`src/rtl/key_conditioner.sv`:
```
// key_conditioner: per-channel synchroniser, debouncer, polarity normaliser
// and press/release strobe generator, plus a stretched, synchronously
// released system reset.
// Optional feature macro: KEY_COND_REPEAT_EN (auto-repeat on held inputs).
// The release strobe port is named release_o because "release" is a
// reserved word in SystemVerilog.
module key_conditioner #(
  parameter int CHANNELS        = 4,
  parameter int DEBOUNCE_CYCLES = 500000,
  parameter int ACTIVE_LOW      = 1,
  parameter int POR_HOLD        = 16,
  parameter int REPEAT_DELAY    = 25000000,
  parameter int REPEAT_PERIOD   = 5000000
) (
  input  logic                CLOCK_50,
  input  logic                RESET_N,
  input  logic [CHANNELS-1:0] raw_in,
  output logic [CHANNELS-1:0] level,
  output logic [CHANNELS-1:0] press,
  output logic [CHANNELS-1:0] release_o,
  output logic                rst_out_n
);

  // Raw idle level; also the XOR term that makes 1 mean pressed.
  localparam logic POL = (ACTIVE_LOW != 0);

  localparam int            DW   = (DEBOUNCE_CYCLES > 1) ? $clog2(DEBOUNCE_CYCLES) : 1;
  localparam logic [DW-1:0] DMAX = DW'(DEBOUNCE_CYCLES - 1);
  localparam int            HW   = (POR_HOLD > 1) ? $clog2(POR_HOLD) : 1;
  localparam logic [HW-1:0] HMAX = HW'(POR_HOLD - 1);

  if (CHANNELS < 1 || CHANNELS > 32 || DEBOUNCE_CYCLES < 1 || POR_HOLD < 1 ||
      REPEAT_DELAY < 1 || REPEAT_PERIOD < 1) begin : g_bad_param
    $error("key_conditioner: parameter out of range");
  end

  genvar gi;
  for (gi = 0; gi < CHANNELS; gi++) begin : g_ch
    logic          r_sync1, r_sync2;
    logic          r_level, r_press, r_rel;
    logic [DW-1:0] r_dcnt;
    logic          w_s, w_tog, w_rep;

    assign w_s   = r_sync2 ^ POL;
    // Level flips on this edge: input has differed for the full window.
    assign w_tog = (w_s != r_level) && (r_dcnt == DMAX);

    // Two-flop synchroniser, parked at the idle raw level during reset.
    always_ff @(posedge CLOCK_50 or negedge RESET_N) begin
      if (!RESET_N) begin
        r_sync1 <= POL;
        r_sync2 <= POL;
      end else begin
        r_sync1 <= raw_in[gi];
        r_sync2 <= r_sync1;
      end
    end

    // Debounce: any bounce back to the current level restarts the window.
    always_ff @(posedge CLOCK_50 or negedge RESET_N) begin
      if (!RESET_N) begin
        r_dcnt  <= '0;
        r_level <= 1'b0;
      end else if (w_s == r_level) begin
        r_dcnt  <= '0;
      end else if (w_tog) begin
        r_dcnt  <= '0;
        r_level <= ~r_level;
      end else begin
        r_dcnt  <= r_dcnt + 1'b1;
      end
    end

`ifdef KEY_COND_REPEAT_EN
    localparam int            RMAX = (REPEAT_DELAY > REPEAT_PERIOD) ? REPEAT_DELAY : REPEAT_PERIOD;
    localparam int            RW   = (RMAX > 1) ? $clog2(RMAX) : 1;
    localparam logic [RW-1:0] RDLY = RW'(REPEAT_DELAY - 1);
    localparam logic [RW-1:0] RPER = RW'(REPEAT_PERIOD - 1);
    logic [RW-1:0] r_rcnt;
    logic          r_rfirst;

    // Repeat only while the level is steady high; the release edge wins.
    assign w_rep = r_level && !w_tog && (r_rcnt == (r_rfirst ? RPER : RDLY));

    // Repeat timer: first interval is the delay, later ones the period.
    always_ff @(posedge CLOCK_50 or negedge RESET_N) begin
      if (!RESET_N) begin
        r_rcnt   <= '0;
        r_rfirst <= 1'b0;
      end else if (!r_level || w_tog) begin
        r_rcnt   <= '0;
        r_rfirst <= 1'b0;
      end else if (w_rep) begin
        r_rcnt   <= '0;
        r_rfirst <= 1'b1;
      end else begin
        r_rcnt   <= r_rcnt + 1'b1;
      end
    end
`else
    assign w_rep = 1'b0;
`endif

    // Strobes are registered alongside the level change they report.
    always_ff @(posedge CLOCK_50 or negedge RESET_N) begin
      if (!RESET_N) begin
        r_press <= 1'b0;
        r_rel   <= 1'b0;
      end else begin
        r_press <= (w_tog & ~r_level) | w_rep;
        r_rel   <= w_tog & r_level;
      end
    end

    assign level[gi]     = r_level;
    assign press[gi]     = r_press;
    assign release_o[gi] = r_rel;
  end

  typedef enum logic {S_HOLD = 1'b0, S_RUN = 1'b1} rst_state_t;
  rst_state_t    r_state, w_state_nxt;
  logic [HW-1:0] r_hcnt, w_hcnt_nxt;

  // Reset stretcher state: async entry to HOLD, synchronous exit to RUN.
  always_ff @(posedge CLOCK_50 or negedge RESET_N) begin
    if (!RESET_N) begin
      r_state <= S_HOLD;
      r_hcnt  <= '0;
    end else begin
      r_state <= w_state_nxt;
      r_hcnt  <= w_hcnt_nxt;
    end
  end

  // Count POR_HOLD edges in HOLD, then release the reset and stay in RUN.
  always_comb begin
    w_state_nxt = r_state;
    w_hcnt_nxt  = r_hcnt;
    rst_out_n   = 1'b0;
    case (r_state)
      S_HOLD: begin
        if (r_hcnt == HMAX) begin
          w_state_nxt = S_RUN;
          w_hcnt_nxt  = '0;
        end else begin
          w_hcnt_nxt  = r_hcnt + 1'b1;
        end
      end
      S_RUN:   rst_out_n = 1'b1;
      default: w_state_nxt = S_HOLD;
    endcase
  end

endmodule

```
`config.mk`:
```
export PLATFORM = sky130hd
export DESIGN_NAME = key_conditioner
export DESIGN_NICKNAME = d
export VERILOG_FILES = /design/src/rtl/key_conditioner.sv
export SDC_FILE = /design/constraint.sdc
export NUM_CORES = 1
export LEC_CHECK = 0
export CAP_MARGIN = 25
export CORE_ASPECT_RATIO = 0.7
export CORE_UTILIZATION = 40
export DETAILED_ROUTE_END_ITERATION = 10
export PLACE_DENSITY = 0.56
export SYNTH_ARGS = -nofsm -noshare
export SYNTH_HDL_FRONTEND = slang
export SYNTH_SLANG_ARGS = --single-unit
```
`constraint.sdc`:
```
create_clock -name CLOCK_50 -period 3.5 [get_ports CLOCK_50]
set_clock_uncertainty 0.2 [all_clocks]
set_input_delay 0.7 -clock CLOCK_50 [delete_from_list [all_inputs] [get_ports CLOCK_50]]
set_output_delay 0.7 -clock CLOCK_50 [all_outputs]
set_load 0.03 [all_outputs]
```
==> results.sh, run 1 <==
export IMPL_ant_nets=0
export IMPL_num_vias=3362
export IMPL_crit_type="reg2reg"
export IMPL_drc_errors=0
export IMPL_crit_path_end_kind="flop"
export IMPL_cts_tree="built"
export IMPL_r2r_cells=5
export IMPL_cts_resized=0
export IMPL_crit_chain="ha_1 > nand4_1 > o31ai_2 > buf_4 > nor2_1"
export IMPL_cp_slowest_cell="o31ai_2"
export IMPL_vias_per_cell=5.22
export IMPL_finalSetupTns_ns=0
export IMPL_fin_crit_ns=2.41
export IMPL_ys_warn_count=0
export IMPL_syn_num_nets=482
export IMPL_grt_max_degree=49
export IMPL_fmax_mhz=415
export IMPL_hold_slack_ns=0.156
export IMPL_die_w_um=133
export IMPL_setup_violations=0
export IMPL_status="finished, final reports clean"
export IMPL_drt_wl_total_um=8750
export IMPL_cp_depth=5
export IMPL_hpwl_um=5960
export IMPL_final_common_cell="dfrtp_1"
export IMPL_drive_above_1_share_pct=9.65
export IMPL_seq_area_frac_synth_pct=52.8
export IMPL_cp_required_ns=3.53
export IMPL_cts_buffers=9
export IMPL_cp_start_kind="flop"
export IMPL_clkLatencyLatePin_ns=0.34
export IMPL_area_growth_pct=13.4
export IMPL_slew_headroom_pct=49.6
export IMPL_max_cap_viol_count=0
export IMPL_syn_inst=471
export IMPL_ys_ff_latch=101
export IMPL_dieHeight_um=93.7
export IMPL_cp_num_buf_inv=1
export IMPL_clockRootBuffer="clkbuf_16"
export IMPL_post_drt_wl_per_cell_um=13.6
export IMPL_gr_total_overflow=0
export IMPL_synth_compound_area_share_pct=6.35
export IMPL_p_leak_nw=2.15
export IMPL_antenna_found_initial=0
export IMPL_coreArea_um2=11700
export IMPL_crit_path_max_fanout=10
export IMPL_cts_buffer_depth=2
export IMPL_rows=33
export IMPL_grt_pass1_vias=3145
export IMPL_worstHoldPathType="reg2reg"
export IMPL_drv_slew=0
export IMPL_io_pin_count=19
export IMPL_synth_area_mux_share_pct=1.07
export IMPL_crit_family="compound AO/OA/AOI/OAI gates"
export IMPL_synthSimpleGateAreaFrac_pct=24.0
export IMPL_n_antenna_cell=0
export IMPL_grt_usage_pct=15.3
export IMPL_cts_setup_buffers=0
export IMPL_synth_top_family_by_area="simple AND/OR/NAND/NOR gates"
export IMPL_whs_path_depth=0
export IMPL_grt_pass1_wl_um=15200
export IMPL_p_per_area_nw_per_um2=454
export IMPL_holdBufCountCts=0
export IMPL_drt_iter0_drc=210
export IMPL_synth_edf_count=0
export IMPL_clk_transition_reported_paths_ns=0.07
export IMPL_worst_slack_ns=1.09
export IMPL_yosys_area_share_xor_xnor_pct=9.84
export IMPL_rsz0062_at_grt="false"
export IMPL_vdd_drop_max_mv=0.226
export IMPL_place_congestion=0.852
export IMPL_syn_area_um2=4810
export IMPL_cpPeakStageDelay_ns=0.76
export IMPL_synth_ff_type="dfrtp_1"
export IMPL_syn_mean_instance_area_um2=10.2
export IMPL_io_buffers=18
export IMPL_start_util_pct=41.0
export IMPL_tightest_slew_ns=0.751
export IMPL_async_reset_ff_share_pct=100
export IMPL_post_place_ws_ns=1.15
export IMPL_synth_cell_types=45
export IMPL_layout_common_cells="93 x dfrtp_1, 64 x nor2_1, 33 x xnor2_1"
export IMPL_clock_sinks=101
export IMPL_synthAdderAreaFrac_pct=1.30
export IMPL_h_tree_depth=3
export IMPL_final_period_utilization_pct=68.8
export IMPL_fillers=1085
export IMPL_dieArea_um2=12500
export IMPL_finalHoldViolCount=0
export IMPL_arrival_ns=2.44
export IMPL_drt_pass1_iterations=4
export IMPL_final_nets=493
==> routing by layer <==
metal | vias up | track usage (%) | wire (um)
li1 | 1666 | - | -
met1 | 1624 | 21.5 | 4610
met2 | 60 | 22.9 | 3730
met3 | 12 | 5.02 | 321
met4 | 0 | 3.54 | 78
met5 | - | 0 | 0
==> sequential cells by signal, indices dropped and copies added (netlist names) <==
| signal | cells |
|---|---|
| g_ch.r_dcnt | 76 |
| g_ch.r_level | 4 |
| g_ch.r_press | 4 |
| g_ch.r_rel | 4 |
| g_ch.r_sync1 | 4 |
| g_ch.r_sync2 | 4 |
| r_hcnt | 4 |
| r_state | 1 |
==> metrics by stage <==
stage	utilization, %	cells	total power, mW	instance area, um2
2_1_floorplan	-	471	1.26	4810
3_3_place_gp	43.4	628	1.30	5090
3_5_place_dp	43.4	628	1.30	5090
4_1_cts	46.5	644	2.51	5450
5_1_grt	46.5	644	2.57	5450
6_report	46.5	644	2.47	5450
==> synthesized netlist by cell type (3+ instances only) <==
master    instances  share of area, %
nor2_1           64               5.0
nor3_1           14               1.5
buf_4            12               1.9
ha_1              5               1.3
or4_1             7               1.1
a21oi_1          19               2.0
and3_1            7              0.91
xor2_1           21               3.8
or3_2             3              0.47
dfrtp_1          93                48
dfstp_2           8               4.4
clkbuf_1          6              0.47
and2_1            4              0.52
nand2_1          27               2.1
o21ai_0          11               1.1
nand3_1          22               2.3
inv_1            21               1.6
and4_1            7               1.3
buf_2             4              0.42
xnor2_1          33               6.0
o31ai_1           9               1.4
mux2i_1           4              0.83
nor4_1           13               1.7
or4b_2            3              0.62
or3_1             8               1.0
nand4_1          23               3.0
==> cell families (layout without fill, tap and decap cells) <==
| kind of cell | count (synthesis) | after routing |
|---|---|---|
| buffers and inverters | 44 | 60 |
| AND/OR/NAND/NOR | 215 | 215 |
| flip-flops | 101 | 101 |
| adder cells (fa/ha/maj) | 5 | 5 |
| XOR/XNOR | 54 | 54 |
| multiplexers | 5 | 5 |
| AO/OA/AOI/OAI | 47 | 47 |
==> worst reg2reg max path: stages, from the launching register on <==
cell	delay [ns]
dfrtp_1	0.40
ha_1	0.23
nand4_1	0.35
o31ai_2	0.76
buf_4	0.29
nor2_1	0.07
==> final cells by class <==
type / instances / area [um2] / share of cell area, %
flip-flops and latches: 101 / 2540 / 46.5
multi-input cells: 326 / 2050 / 37.5
clock inverters: 6 / 135 / 2.48
repair buffers: 23 / 228 / 4.18
inverters: 21 / 78.8 / 1.45
clock buffers: 10 / 229 / 4.20
well taps: 157 / 196 / 3.60
==> path summary, 6_finish.rpt <==
kind	startpoint	to	slack [ns]
min in group asynchronous	RESET_N	g_ch[0].r_rel$_DFF_PN0_	0.17
min reg2reg	g_ch[0].r_sync1$_DFF_PN1_	g_ch[0].r_sync2$_DFF_PN1_	0.16
max reg2reg	g_ch[3].r_dcnt[0]$_DFF_PN0_	g_ch[3].r_dcnt[2]$_DFF_PN0_	1.09
max in group asynchronous	RESET_N	g_ch[1].r_sync1$_DFF_PN1_	2.23
min	g_ch[0].r_sync1$_DFF_PN1_	g_ch[0].r_sync2$_DFF_PN1_	0.16
max	g_ch[3].r_dcnt[0]$_DFF_PN0_	g_ch[3].r_dcnt[2]$_DFF_PN0_	1.09
==> report_power, final <==
part,total [mW],leakage (nW),internal [mW],switching (mW)
registers,1.20,1.37,1.19,0.0161
clock network,1.20,0.169,0.771,0.426
logic,0.0741,0.608,0.0240,0.0501
Power figures use the tool's default switching activity.
==> run 2, diff against run 1 <==
==> constraint.sdc (replaced) <==
create_clock -name CLOCK_50 -period 2.4 [get_ports CLOCK_50]
set_clock_uncertainty 0.2 [all_clocks]
set_input_delay 0.48 -clock CLOCK_50 [delete_from_list [all_inputs] [get_ports CLOCK_50]]
set_output_delay 0.48 -clock CLOCK_50 [all_outputs]
set_load 0.03 [all_outputs]
==> run 2 against run 1 <==
Against the previous run: combinational power rose by 54%; first-iteration DRC count down 17%; cell area fell by 0.99%; sequential power rose by 46%; count of clock-buffer cells in the layout grew 3; largest power group unchanged; highest routed layer unchanged; non-clock buffer count up 6; largest cell class unchanged.
==> results.sh, run 2 (synthesis results as in run 1) <==
export IMPL_status="finished, final reports clean"
export IMPL_p_seq_share_pct=55.0
export IMPL_cp_start_kind="flop"
export IMPL_gr_total_overflow=0
export IMPL_drive_above_1_share_pct=9.94
export IMPL_clockRootBuffer="clkbuf_16"
export IMPL_fin_area_um2=5400
export IMPL_grt_usage_pct=15.5
export IMPL_grt_pass1_wl_um=15200
export IMPL_dieArea_um2=12500
export IMPL_finalSetupTns_ns=0
export IMPL_rsz0062_at_grt="false"
export IMPL_holdBufCountCts=1
export IMPL_internal_power_mw=2.48
export IMPL_power_frac_clock_pct=41.4
export IMPL_r2r_cells=4
export IMPL_crit_path_max_fanout=9
export IMPL_r2r_end="g_ch[1].r_dcnt[15]$_DFF_PN0_"
export IMPL_hpwl_um=5960
export IMPL_max_cap_viol_count=0
export IMPL_clk_transition_reported_paths_ns=0.06
export IMPL_drt_wl_total_um=8710
export IMPL_timing_rr_start="g_ch[1].r_dcnt[5]$_DFF_PN0_"
export IMPL_antenna_found_initial=0
export IMPL_drc_errors=0
export IMPL_drv_slew=0
export IMPL_drt_iter0_drc=174
export IMPL_top_usage_layer="met2"
export IMPL_dpl_cell_area_um2=5120
export IMPL_whs_path_depth=0
export IMPL_cp_required_ns=2.47
export IMPL_grt_pass1_vias=3143
export IMPL_fmax_mhz=462
export IMPL_setup_violations=0
export IMPL_clock_sinks=101
export IMPL_power_mw=3.19
export IMPL_cts_tree="built"
export IMPL_swShare_pct=22.3
export IMPL_drt_pass1_iterations=5
export IMPL_r2r_slack_ns=0.24
export IMPL_slew_headroom_pct=61.3
export IMPL_num_vias=3360
export IMPL_io_buffers=18
export IMPL_crit_path_end_kind="flop"
export IMPL_met1_usage_pct=22.1
export IMPL_area_growth_pct=12.3
export IMPL_crit_type="reg2reg"
export IMPL_combinationalPowerShare_pct=3.6
export IMPL_cp_slowest_cell="or4_1"
export IMPL_vdd_drop_max_mv=0.341
export IMPL_grt_use_met3_pct=4.53
export IMPL_ant_nets=0
export IMPL_cpPeakStageDelay_ns=0.63
export IMPL_hold_path_endpoint="g_ch[2].r_sync2$_DFF_PN1_"
export IMPL_cts_buffer_depth=2
export IMPL_vias_per_cell=5.17
export IMPL_n_antenna_cell=0
export IMPL_largest_reg_flops=76
export IMPL_p_switching_mw=0.712
export IMPL_place_congestion=0.811
export IMPL_tightest_slew_ns=0.575
export IMPL_io_pin_count=19
export IMPL_cts_setup_buffers=0
export IMPL_post_drt_wl_per_cell_um=13.4
export IMPL_dieHeight_um=93.7
export IMPL_layout_common_cells="93 x dfrtp_1, 64 x nor2_1, 33 x xnor2_1"
export IMPL_finalHoldViolCount=0
export IMPL_arrival_ns=2.23
export IMPL_start_util_pct=41.0
export IMPL_min_delay_start="g_ch[2].r_sync1$_DFF_PN1_"
export IMPL_grt_max_degree=43
export IMPL_final_nets=499
export IMPL_clkLatencyLatePin_ns=0.35
export IMPL_p_leak_nw=2.12
export IMPL_fin_crit_ns=2.16
export IMPL_rows=33
export IMPL_coreArea_um2=11700
export IMPL_final_period_utilization_pct=90.1
export IMPL_grt_use_met2_pct=22.7
export IMPL_final_common_cell="dfrtp_1"
export IMPL_worstHoldPathType="reg2reg"
export IMPL_cts_buffers=9
export IMPL_largest_register="g_ch.r_dcnt"
export IMPL_crit_chain="nand3_4 > or4_1 > or3_2 > a21oi_1"
export IMPL_cts_resized=0
export IMPL_h_tree_depth=3
export IMPL_die_w_um=133
export IMPL_p_per_area_nw_per_um2=591
-- run 2: changes by cell type in the layout (fill, tap and decap cells not counted), sizes merged --
cell,previous run,this run
clkinvlp,2,3
buf,6,11
bufinv,4,0
clkbuf,10,13
dlygate4sd3,0,1
-- run 2: area by class of cell --
type	count	area, um2
clock inverters	3	22.5
clock buffers	13	240
multi-input cells	326	2050
inverters	21	78.8
repair buffers	29	275
fillers	1124	6330
flip-flops and latches	101	2540
well taps	157	196
-- run 2: through the flow --
step	setup WS (ns)	instances	hold slack [ns]	utilization (%)
finish	0.237	650	0.158	46.0
global route	0.104	650	0.162	46.0
CTS	0.222	650	0.160	46.0
detailed placement	0.232	633	0.150	43.7
global placement	0.275	633	0.148	43.7
floorplan	0.267	471	-0.0156	-
-- run 2: metal layers --
metal / up-vias / share of wire (%)
met5: - / 0
met4: 0 / 1.2
met3: 10 / 3.6
met2: 33 / 42
met1: 1635 / 53
li1: 1682 / -
-- run 2: worst max path at each step --
stage	slack [ns]	start	cells after the start	to
final	0.24	g_ch[1].r_dcnt[5]$_DFF_PN0_	4	g_ch[1].r_dcnt[15]$_DFF_PN0_
after global placement	0.27	g_ch[1].r_dcnt[5]$_DFF_PN0_	4	g_ch[1].r_dcnt[17]$_DFF_PN0_
after detailed placement	0.23	g_ch[1].r_dcnt[5]$_DFF_PN0_	4	g_ch[1].r_dcnt[17]$_DFF_PN0_
after floorplan	0.27	g_ch[2].r_dcnt[0]$_DFF_PN0_	7	g_ch[2].r_dcnt[10]$_DFF_PN0_
after global routing	0.10	g_ch[1].r_dcnt[9]$_DFF_PN0_	4	g_ch[1].r_dcnt[17]$_DFF_PN0_
after CTS	0.22	r_state$_DFF_PN0_	1	rst_out_n
-- run 2: worst max-delay path, delay by kind of cell, from the launching register on --
kind	cells	cell delay [ns]
flip-flops	1	0.46
AND/OR/NAND/NOR	3	1.27
AO/OA/AOI/OAI	1	0.16
-- run 2: power groups by stage --
| stage | logic, mW | registers (mW) | clock network (mW) |
|---|---|---|---|
| detailed placement | 0.117 | 1.79 | 0 |
| global route | 0.133 | 1.76 | 1.44 |
| CTS | 0.119 | 1.75 | 1.37 |
| floorplan | 0.0535 | 1.78 | 0 |
| global placement | 0.115 | 1.79 | 0 |
| finish | 0.114 | 1.75 | 1.32 |
==> run 3, diff against run 2 <==
--- a/config.mk
+++ b/config.mk
@@ -6,9 +6,11 @@
 export NUM_CORES = 1
 export LEC_CHECK = 0
 export CAP_MARGIN = 25
-export CORE_ASPECT_RATIO = 0.7
+export CORE_ASPECT_RATIO = 0.75
 export CORE_UTILIZATION = 40
+export CTS_CLUSTER_DIAMETER = 150
 export DETAILED_ROUTE_END_ITERATION = 10
+export HOLD_SLACK_MARGIN = 0.12
 export PLACE_DENSITY = 0.56
 export SYNTH_ARGS = -nofsm -noshare
 export SYNTH_HDL_FRONTEND = slang
==> run 3 against run 2 <==
Against the previous run: combinational power up 4%; worst setup slack got worse by 0.041 ns; sequential power about the same; cell area rose by 1.3%; sequential cell count stayed put; clock power increased by 11%; total power increased by 4.7%; register-to-register slack worse by 0.04 ns; critical path depth unchanged; via count hardly changed; count of clock-buffer cells in the layout fell by 2.
==> results.sh, run 3 (synthesis results as in run 1) <==
export IMPL_ant_nets=0
export IMPL_crit_chain="nand4_1 > or4_1 > or4_4 > a21oi_2"
export IMPL_final_common_cell="dfrtp_1"
export IMPL_cts_setup_buffers=0
export IMPL_clk_transition_reported_paths_ns=0.07
export IMPL_cts_buffers=9
export IMPL_coreArea_um2=11700
export IMPL_cpPeakStageDelay_ns=0.63
export IMPL_final_nets=501
export IMPL_drc_errors=0
export IMPL_finalSetupTns_ns=0
export IMPL_p_per_area_nw_per_um2=610
export IMPL_die_w_um=129
export IMPL_cp_num_buf_inv=0
export IMPL_start_util_pct=41.2
export IMPL_grt_pass1_wl_um=15700
export IMPL_crit_family="simple AND/OR/NAND/NOR gates"
export IMPL_cp_slowest_cell="or4_1"
export IMPL_place_congestion=0.783
export IMPL_dieHeight_um=96.9
export IMPL_vias_per_cell=5.11
export IMPL_grt_max_degree=39
export IMPL_final_cells=657
export IMPL_rsz0062_at_grt="false"
export IMPL_drv_slew=0
export IMPL_crit_path_end_kind="flop"
export IMPL_max_cap_viol_count=0
export IMPL_grt_usage_pct=15.9
export IMPL_fin_crit_ns=2.20
export IMPL_largest_register="g_ch.r_dcnt"
export IMPL_arrival_ns=2.28
export IMPL_n_antenna_cell=0
export IMPL_drt_wl_total_um=8830
export IMPL_clockRootBuffer="clkbuf_16"
export IMPL_setup_violations=0
export IMPL_h_tree_depth=3
export IMPL_dp_cells=640
export IMPL_cp_start_kind="flop"
export IMPL_layout_common_cells="93 x dfrtp_1, 64 x nor2_1, 33 x xnor2_1"
export IMPL_num_vias=3357
export IMPL_io_pin_count=19
export IMPL_crit_type="reg2reg"
export IMPL_cts_buffer_depth=2
export IMPL_slew_headroom_pct=61.9
export IMPL_p_leak_nw=2.16
export IMPL_tightest_slew_ns=0.567
export IMPL_gr_total_overflow=0
export IMPL_fmax_mhz=454
export IMPL_antenna_found_initial=0
export IMPL_drt_pass1_iterations=4
export IMPL_drt_iter0_drc=162
export IMPL_final_period_utilization_pct=91.8
export IMPL_worstHoldPathType="reg2reg"
export IMPL_dieArea_um2=12500
export IMPL_grt_pass1_vias=3276
export IMPL_hpwl_um=6130
export IMPL_cp_required_ns=2.47
export IMPL_finalHoldViolCount=0
export IMPL_clkLatencyLatePin_ns=0.34
export IMPL_drive_above_1_share_pct=10.9
export IMPL_crit_path_max_fanout=8
export IMPL_status="finished, final reports clean"
export IMPL_io_buffers=18
export IMPL_largest_reg_flops=76
export IMPL_rows=34
export IMPL_vdd_drop_max_mv=0.388
export IMPL_post_drt_wl_per_cell_um=13.4
export IMPL_clock_sinks=101
export IMPL_area_growth_pct=13.8
export IMPL_power_mw=3.34
export IMPL_cts_tree="built"
## run 3: changes by cell type in the layout (fill, tap and decap cells not counted), sizes merged
cell	before	now
inv	21	22
clkinv	0	1
buf	11	13
clkinvlp	3	2
clkbuf	13	11
bufinv	0	1
## run 3: final timing paths
path                                                   from                           end  slack (ns)  cells after the start
worst max-delay path            g_ch[1].r_dcnt[9]$_DFF_PN0_  g_ch[1].r_dcnt[17]$_DFF_PN0_        0.20                      4
worst min-delay path              g_ch[0].r_sync1$_DFF_PN1_     g_ch[0].r_sync2$_DFF_PN1_        0.16                      0
worst max register to register  g_ch[1].r_dcnt[9]$_DFF_PN0_  g_ch[1].r_dcnt[17]$_DFF_PN0_        0.20                      4
worst min register to register    g_ch[0].r_sync1$_DFF_PN1_     g_ch[0].r_sync2$_DFF_PN1_        0.16                      0
max in group asynchronous                           RESET_N     g_ch[1].r_sync1$_DFF_PN1_        0.89                      3
min in group asynchronous                           RESET_N  g_ch[0].r_dcnt[16]$_DFF_PN0_        0.46                      2
## run 3: layout make-up
type	instances	area, um2
Sequential cell	101	2540
Clock buffer	11	243
Timing Repair Buffer	31	303
Clock inverter	5	58.8
Inverter	21	78.8
Tap cell	162	203
Fill cell	1116	6190
Multi-Input combinational cell	326	2050
## run 3: metal layers
layer / global-route usage, % / share of wire [%] / routed length, um
met5: 0 / 0 / 0
met4: 4.52 / 1.2 / 106
met3: 5.09 / 3.7 / 323
met2: 23.0 / 44 / 3890
met1: 22.6 / 51 / 4510
## run 3: per-stage QoR
step	utilization (%)	hold WS [ns]	worst slack (ns)	area [um2]
finish	46.9	0.156	0.196	5470
global route	46.9	0.165	0.0857	5470
CTS	46.9	0.157	0.201	5470
detailed placement	44.3	0.147	0.229	5160
global placement	44.3	0.146	0.275	5160
floorplan	-	-0.0156	0.267	4810
## run 3: repair_timing
item,CTS,global route
hold buffers,1,0
hold endpoints to repair,30,0
resized for setup,0,0
endpoints found under the setup margin,0,0
## run 3: where the power goes
group,internal (mW),leakage (nW),switching (mW)
sequential,1.73,1.37,0.0243
combinational,0.0437,0.649,0.0754
clock,0.839,0.142,0.625
total,2.61,2.16,0.725
